`src/rtl/vreg_write_arbiter.sv`:
```
// ---------------------------------------------------------------------------
// vreg_write_arbiter
//
// Shares the single write port of the vector register file between N_REQ
// requesters. A round-robin arbiter picks one requester in IDLE, then a
// BURST sequence writes one lane element per clock into the granted
// destination register until the latched length is reached.
//
// Optional build macro: VREG_WARB_PRIO_EN
//   defined   -> requester 0 has fixed top priority; the round-robin pointer
//                is left unchanged by a requester-0 grant.
//   undefined -> pure round-robin over all requesters.
//
// Ports:
//   CLK       rising-edge clock
//   RST       asynchronous, active-low reset
//   REQ       per-requester write request, held until DONE
//   REQ_ADDR  destination register per requester (slice i)
//   REQ_LEN   burst length minus one per requester (slice i)
//   REQ_DATA  current lane element per requester (slice i)
//   GNT       one-hot grant, high for the whole burst
//   BEAT_ACK  element consumed this cycle (requester advances REQ_DATA)
//   DONE      one-cycle pulse on the last beat
//   WE        register file write enable
//   WADDR     register file destination register
//   WLANE     lane being written
//   WDATA     write data
//   BUSY      burst in progress
// ---------------------------------------------------------------------------
module vreg_write_arbiter #(
  parameter int N_REQ     = 4,
  parameter int DATA_SIZE = 32,
  parameter int ADDR_W    = 3,
  parameter int LANE_W    = 3
) (
  input  logic                       CLK,
  input  logic                       RST,
  input  logic [N_REQ-1:0]           REQ,
  input  logic [N_REQ*ADDR_W-1:0]    REQ_ADDR,
  input  logic [N_REQ*LANE_W-1:0]    REQ_LEN,
  input  logic [N_REQ*DATA_SIZE-1:0] REQ_DATA,
  output logic [N_REQ-1:0]           GNT,
  output logic [N_REQ-1:0]           BEAT_ACK,
  output logic [N_REQ-1:0]           DONE,
  output logic                       WE,
  output logic [ADDR_W-1:0]          WADDR,
  output logic [LANE_W-1:0]          WLANE,
  output logic [DATA_SIZE-1:0]       WDATA,
  output logic                       BUSY
);

  localparam int IDX_W = (N_REQ > 1) ? $clog2(N_REQ) : 1;

  typedef enum logic {IDLE, BURST} state_t;

  state_t               state_q, state_d;
  logic [IDX_W-1:0]     ptr_q, ptr_d;
  logic [IDX_W-1:0]     gidx_q, gidx_d;
  logic [ADDR_W-1:0]    addr_q, addr_d;
  logic [LANE_W-1:0]    len_q, len_d;
  logic [LANE_W-1:0]    lane_q, lane_d;
  logic [N_REQ-1:0]     gnt_q, gnt_d;
  logic                 busy_q, busy_d;

  // Per-requester views of the packed input buses.
  logic [ADDR_W-1:0]    addr_arr [N_REQ];
  logic [LANE_W-1:0]    len_arr  [N_REQ];
  logic [DATA_SIZE-1:0] data_arr [N_REQ];

  for (genvar gi = 0; gi < N_REQ; gi++) begin : g_unpack
    assign addr_arr[gi] = REQ_ADDR[gi*ADDR_W +: ADDR_W];
    assign len_arr[gi]  = REQ_LEN[gi*LANE_W +: LANE_W];
    assign data_arr[gi] = REQ_DATA[gi*DATA_SIZE +: DATA_SIZE];
  end

  // Round-robin search starting one past the pointer, wrapping modulo N_REQ.
  logic             rr_found;
  logic [IDX_W-1:0] rr_idx;
  logic [IDX_W-1:0] cand_idx;

  always_comb begin
    rr_found = 1'b0;
    rr_idx   = '0;
    cand_idx = '0;
    for (int off = 1; off <= N_REQ; off++) begin
      cand_idx = IDX_W'((int'(ptr_q) + off) % N_REQ);
      if (!rr_found && REQ[cand_idx]) begin
        rr_found = 1'b1;
        rr_idx   = cand_idx;
      end
    end
  end

  // Requester 0 override; when it wins the pointer is not advanced so the
  // rotation among the remaining requesters is unaffected.
  logic             prio0;
  logic [IDX_W-1:0] win_idx;

`ifdef VREG_WARB_PRIO_EN
  assign prio0 = REQ[0];
`else
  assign prio0 = 1'b0;
`endif

  assign win_idx = prio0 ? '0 : rr_idx;

  // Burst datapath. WE drops combinationally if the granted requester
  // withdraws, so nothing is written for the abandoned lane.
  logic in_burst;
  logic last_beat;

  assign in_burst  = (state_q == BURST);
  assign last_beat = (lane_q == len_q);
  assign WE        = in_burst && REQ[gidx_q];
  assign WADDR     = in_burst ? addr_q : '0;
  assign WLANE     = lane_q;
  assign WDATA     = in_burst ? data_arr[gidx_q] : '0;
  assign GNT       = gnt_q;
  assign BUSY      = busy_q;
  assign BEAT_ACK  = WE ? gnt_q : '0;
  assign DONE      = (WE && last_beat) ? gnt_q : '0;

  always_comb begin
    state_d = state_q;
    ptr_d   = ptr_q;
    gidx_d  = gidx_q;
    addr_d  = addr_q;
    len_d   = len_q;
    lane_d  = lane_q;
    gnt_d   = gnt_q;
    busy_d  = busy_q;
    unique case (state_q)
      IDLE: begin
        if (rr_found) begin
          gidx_d          = win_idx;
          ptr_d           = prio0 ? ptr_q : win_idx;
          addr_d          = addr_arr[win_idx];
          len_d           = len_arr[win_idx];
          lane_d          = '0;
          gnt_d           = '0;
          gnt_d[win_idx]  = 1'b1;
          busy_d          = 1'b1;
          state_d         = BURST;
        end
      end
      BURST: begin
        // Either a completed burst or a withdrawn request ends the burst;
        // the lane counter wraps naturally when LEN is the maximum.
        if (!REQ[gidx_q] || last_beat) begin
          state_d = IDLE;
          gnt_d   = '0;
          busy_d  = 1'b0;
          lane_d  = '0;
        end else begin
          lane_d  = lane_q + LANE_W'(1);
        end
      end
      default: state_d = IDLE;
    endcase
  end

  always_ff @(posedge CLK or negedge RST) begin
    if (!RST) begin
      state_q <= IDLE;
      ptr_q   <= IDX_W'(N_REQ - 1);
      gidx_q  <= '0;
      addr_q  <= '0;
      len_q   <= '0;
      lane_q  <= '0;
      gnt_q   <= '0;
      busy_q  <= 1'b0;
    end else begin
      state_q <= state_d;
      ptr_q   <= ptr_d;
      gidx_q  <= gidx_d;
      addr_q  <= addr_d;
      len_q   <= len_d;
      lane_q  <= lane_d;
      gnt_q   <= gnt_d;
      busy_q  <= busy_d;
    end
  end

endmodule

```
`config.mk`:
```
export PLATFORM = sky130hd
export DESIGN_NAME = vreg_write_arbiter
export DESIGN_NICKNAME = d
export VERILOG_FILES = /design/src/rtl/vreg_write_arbiter.sv
export SDC_FILE = /design/constraint.sdc
export NUM_CORES = 1
export LEC_CHECK = 0
export ABC_AREA = 1
export CAP_MARGIN = 20
export CORE_MARGIN = 5
export CORE_UTILIZATION = 33
export CTS_CLUSTER_DIAMETER = 120
export CTS_CLUSTER_SIZE = 14
export DETAILED_ROUTE_END_ITERATION = 6
export PLACE_DENSITY = 0.79
export SLEW_MARGIN = 30
export SYNTH_ARGS = -nofsm -noshare
export SYNTH_HDL_FRONTEND = slang
export SYNTH_SLANG_ARGS = --single-unit
```
`constraint.sdc`:
```
create_clock -name CLK -period 3 [get_ports CLK]
set_clock_uncertainty 0.2 [all_clocks]
set_input_delay 0.9 -clock CLK [delete_from_list [all_inputs] [get_ports CLK]]
set_output_delay 0.9 -clock CLK [all_outputs]
set_load 0.03 [all_outputs]
```
---- After elaboration in Yosys (flattened, before gate mapping) ----
Cells that the tools add are included.
storage, ports and cells
  bits in registers ....................... 19
  output and inout port bits .............. 52
cells by class
  add/subtract/negate cells ............... 5
  $lt $le $gt $ge ......................... 9
  equal/unequal tests ..................... 3
  multiplexer cells ....................... 45
  bitwise gates (word level) .............. 3
  reductions and logical operators ........ 13
operators with widths
  cell                                                                                  count
  32-bit 2-to-1 mux                                                                     3
  32-bit binary-select mux with 2-bit select                                            1
  3-bit 2-to-1 mux                                                                      7
  2-bit by 3-bit less-than comparator with 1-bit output (second input constant)         6
  4-bit 2-to-1 mux                                                                      4
  1-bit 2-to-1 mux                                                                      14
  3-bit binary-select mux with 2-bit select                                             2
  1-bit binary-select mux with 2-bit select                                             5
  2-bit 2-to-1 mux                                                                      4
  4-bit one-hot mux with 2 select lines                                                 1
  3-bit greater-or-equal comparator (second input constant)                             2
  1-bit logical AND                                                                     6
  2-bit NOT with 3-bit output                                                           2
  3-bit one-hot mux with 2 select lines                                                 1
  2-bit by 1-bit adder with 2-bit output (second input constant)                        2
  2-bit adder (second input constant)                                                   2
  1-bit logical NOT                                                                     4
  1-bit one-hot mux with 2 select lines                                                 2
  2-bit AND reduction                                                                   2
  3-bit by 1-bit adder with 3-bit output (second input constant)                        1
  3-bit == test                                                                         1
  1-bit demux with 2-bit select                                                         1
  2-bit by 1-bit greater-or-equal comparator with 1-bit output (second input constant)  1
  2-bit by 1-bit != test with 1-bit output (second input constant)                      1
  other kinds (3)                                                                       3

---- Longest topological paths before layout ----
  depth after elaboration ................. 19
  depth in mapped cells ................... 15

---- Least setup slack after synthesis ----
Ideal clock, no wire load.
  path type ............................... input -> output
  start point ............................. in REQ[0]
  end point ............................... out DONE[0]
  arrival ................................. 2.445 ns
  slack ................................... -0.545 ns
  cell stages on the path ................. 6
  path buffers ............................ 0
  cells stage by stage .................... inv_1 > o21ai_0 > nand2_1 > nor2_1 > nand4_1 > nor2_1
between the ends
  cells in the longest elaborated chain, start to end .. 5
RTL lines
  what                                       RTL line  text
  start: declaration                         38        input logic [N_REQ-1:0] REQ,
  1-bit binary-select mux with 2-bit select  114       assign WE = in_burst && REQ[gidx_q];
  1-bit 2-to-1 mux (implied by the code)     114
  1-bit logical AND                          114
  net WE                                     45        output logic WE,
  1-bit logical AND                          121       assign DONE = (WE && last_beat) ? gnt_q : '0;
  4-bit 2-to-1 mux                           121
  end: declaration                           44        output logic [N_REQ-1:0] DONE,
The timed path passes the listed nets, and every way through them passes these cells. The select of a mux whose other input is x is not followed.

---- Final worst setup path ----
  start point ............................. in REQ_DATA[86]
  end point ............................... out WDATA[22]
between the ends
  cells in the longest elaborated chain, start to end .. 4
RTL lines
  what                                                   RTL line  text
  start: declaration                                     41        input logic [N_REQ*DATA_SIZE-1:0] REQ_DATA,
  32-bit binary-select mux with 2-bit select             117       assign WDATA = in_burst ? data_arr[gidx_q] : '0;
  32-bit 2-to-1 mux (implied by the code) (2 in series)  117
  32-bit 2-to-1 mux                                      117
  end: declaration                                       48        output logic [DATA_SIZE-1:0] WDATA,
Every way passes these cells. The select of a mux whose other input is x is not followed.

==> results.py <==
metrics = {
    "status": {
        "status": "finished, violations left",
        "violations": "negative setup slack",
    },
    "placement": {
        "dp_cells": 767,
        "hpwl_mm": 9.220,
        "gp_congestion": 0.9088,
        "dpl_cell_area_mm2": 0.004810,
        "portBuffers": 209,
    },
    "critical_path": {
        "r2r_cells": 18,
        "path_buf_inv": 2,
        "rr_startpoint": "gidx_q[0]",
        "required_ps": 1900,
        "cp-start-kind": "input pin",
        "crit_arrival_ps": 1930,
        "cp_max_fo": 1,
        "crit_path_cell_trace": "clkdlybuf4s50_1 > nor2_1 > nor2_1 > o21ai_0 > a21oi_1 > buf_4",
        "r2r-end": "GNT[3]",
        "crit_top_cell": "nor2_1",
        "crit_path_end_kind": "output pin",
        "crit_family": "buffers and inverters",
        "rrSetupSlack_ps": 100,
        "slowest_stage": "clkdlybuf4s50_1",
        "slowest_delay_ps": 470,
        "critPathKind": "input pin to output pin",
    },
    "synth": {
        "ys_seq_area_share_pct": 19.00,
        "synth_seq_cells": 19,
        "yosysTopAreaCellShare_pct": 20.75,
        "syn_avg_cell_area_um2": 5.374,
        "yosysMostFrequentCell": "nor2_1",
        "syn-num-nets": 627,
        "yosys-top-cells-count": "139 x nor2_1, 71 x nand2_1, 71 x o21ai_0, 38 x inv_1, 33 x a21oi_1",
        "ys_warn_count": 0,
        "synth_edf_count": 0,
        "synth_largest_area_cell": "nor2_1",
        "synthFlopType": "dfrtp_1",
        "synth_area_leaders": "nor2_1 21%, dfrtp_1 17%, o21ai_0 14%",
        "synth.distinct_cells": 32,
        "async_reset_ff_share_pct": 100.0,
        "synth_area_mm2": 0.002515,
        "synth_cells": 468,
    },
    "global_routing": {
        "antenna_found_initial": 0,
        "met2_usage_pct": 43.52,
        "gr-usage-all-layers_pct": 24.06,
        "grt-ovfl-total": 0,
        "grtUsageMet3_pct": 4.235,
        "grt_max_degree": 66,
        "grt_busiest_layer": "met2",
        "grt_pass1_vias": 3786,
        "grt_pass1_wl_mm": 19.29,
        "grtUsageMet1_pct": 28.95,
    },
    "cells_and_area": {
        "final_nets": 847,
        "antenna_cells": 0,
        "nFillCells": 613,
        "stdcell_area_mm2": 0.005132,
        "drive_gt1_share_pct": 19.21,
        "areaGrowthSynthToFinish_pct": 104.1,
        "multiInputGateArea_mm2": 0.001891,
        "final_cells": 786,
        "seq_area_um2": 479.2,
    },
    "routing": {
        "drc": 0,
        "drtIter0Drc": 169,
        "num_vias": 3941,
        "drt-total-wl_mm": 12.43,
        "final_antenna_net_count": 0,
        "via_per_inst": 5.014,
        "dr.pass1.iters": 5,
        "wl_per_cell_um": 15.81,
    },
    "timing": {
        "timing.final.crit_share_pct": 100.9,
        "post-route-min-period_ps": 3028,
        "hold_ws_ps": 287.6,
        "hold_viol_final": 0,
        "relSlewSlack_pct": 73.19,
        "drv_slew": 0,
        "finalSetupViolCount": 10,
        "clock.fmax_mhz": 330.3,
        "rsz0062_at_grt": "yes",
        "tightest_slew_ps": 400.9,
        "layout_setup_ws_ps": -27.95,
    },
    "die": {
        "start_util_pct": 34.31,
        "core_mm2": 0.007331,
        "row_count": 31,
        "die_y_um": 97.30,
        "die_area_mm2": 0.009467,
        "io-pin-count": 210,
        "die_x_um": 97.30,
    },
    "power": {
        "p_total_mw": 5.328,
        "p_seq_share_pct": 10.1,
        "power.density_mw_per_mm2": 1038,
        "clkPwrFrac_pct": 3.4,
        "swShare_pct": 56.59,
        "p_switching_mw": 3.015,
        "ir_worst_vdd_v": 0.0005671,
        "p_int_mw": 2.313,
        "p_leak_nw": 2.418,
        "combPwrFrac_pct": 86.5,
    },
    "hold_path": {
        "min-delay-start": "addr_q[0]",
        "hold_depth": 2,
        "hold_end": "addr_q[0]",
        "hold_path_class": "register to register",
    },
    "flow_run": {
        "max-cap-violations": 0,
    },
    "cts": {
        "cts_sinks": 19,
        "tritoncts": "done",
        "cts_buffer_depth": 2,
        "h-tree-depth": 1,
        "numCtsBuffers": 3,
        "cts_hold_buffers": 0,
        "clkTransAtPathRegs_ps": 80,
        "clk_latency_ps": 260,
        "cts-root-buf": "clkbuf_8",
    },
}
[layout by cell type, fill, tap and decap left out, types with 8 or more instances in the layout]
cell	n
clkdlybuf4s50_1	145
nor2_1	130
nand2_1	66
buf_4	61
o21ai_0	47
inv_1	36
nand3_1	28
a21oi_1	26
o21ai_1	25
dfrtp_1	16
dlymetal6s2s_1	11
nand2_2	10
dlygate4sd2_1	8
buf_6	8
[state kept, by name, indices dropped and copies added, names as in the netlist]
signal and flops:
BUSY 1, ptr_q 2, WLANE 3, GNT 4, len_q 3, gidx_q 2
in_burst 1, addr_q 3
[worst reg2reg max path: stages, from the launching register on]
cell and delay (ps):
dfrtp_2 530, inv_1 160, nand2_2 90, nand3_2 80, buf_4 160, buf_4 120
buf_4 130, buf_4 120, buf_4 120, buf_4 120, buf_4 120, buf_4 120
buf_4 120, buf_4 120, buf_4 130, nand3_4 100, nand2_4 70, nand2_4 80
o22ai_1 80
[timing repair]
item,in CTS,in global routing
gates cloned,0,1
setup buffers,12,2
gates resized for setup,55,40
endpoints found under the setup margin,29,43
pin swaps,22,35
[layout make-up]
cell class | instances | area share (%)
Clock buffer | 3 | 0.8045
Sequential cell | 19 | 9.337
Timing Repair Buffer | 243 | 47.25
Tap cell | 99 | 2.413
Clock inverter | 1 | 0.09751
Multi-Input combinational cell | 379 | 36.84
Inverter | 42 | 3.267
[layer usage]
| metal | wire [um] | part of all wire [%] |
|---|---|---|
| met1 | 4899 | 39 |
| met4 | 378 | 3.0 |
| met2 | 6265 | 50 |
| met3 | 881 | 7.1 |
| met5 | 0 | 0 |
[power groups by stage]
| stage | clock network (mW) | logic [mW] | registers (mW) |
|---|---|---|---|
| after detailed placement | 0 | 4.23 | 0.514 |
| after global placement | 0 | 4.17 | 0.510 |
| after floorplan | 0 | 2.70 | 0.514 |
| after CTS | 0.181 | 4.45 | 0.514 |
| after global routing | 0.191 | 4.95 | 0.553 |
| final | 0.182 | 4.61 | 0.537 |
[metrics by stage]
step | utilization [%] | setup WS [ps] | setup TNS (ps)
after global placement | 65.61 | -568.2 | -5305
after detailed placement | 65.61 | -603.6 | -6450
after CTS | 68.41 | -34.94 | -232.0
final | 70.01 | -27.95 | -138.5
after global routing | 70.01 | -103.6 | -1825
after floorplan | - | -207.8 | -800.6
[kinds of logic after synthesis]
family	after synthesis	share of synthesized area, %
buffers and inverters	70	11.09
flip-flops	19	19.01
XOR/XNOR	4	1.393
AND/OR/NAND/NOR	259	44.18
AO/OA/AOI/OAI	115	23.83
adder cells (fa/ha/maj)	1	0.4974
[worst max path at each step]
stage / start / depth (start not counted) / endpoint / slack, ps
6_report: REQ_DATA[86] / 6 / WDATA[22] / -30
5_1_grt: REQ_DATA[67] / 6 / WDATA[3] / -100
4_1_cts: REQ_DATA[94] / 6 / WDATA[30] / -30
3_5_place_dp: REQ[0] / 9 / DONE[0] / -600
3_3_place_gp: REQ[0] / 9 / DONE[0] / -570
2_1_floorplan: REQ[0] / 6 / DONE[0] / -210
(Power assumes the default switching activity.)
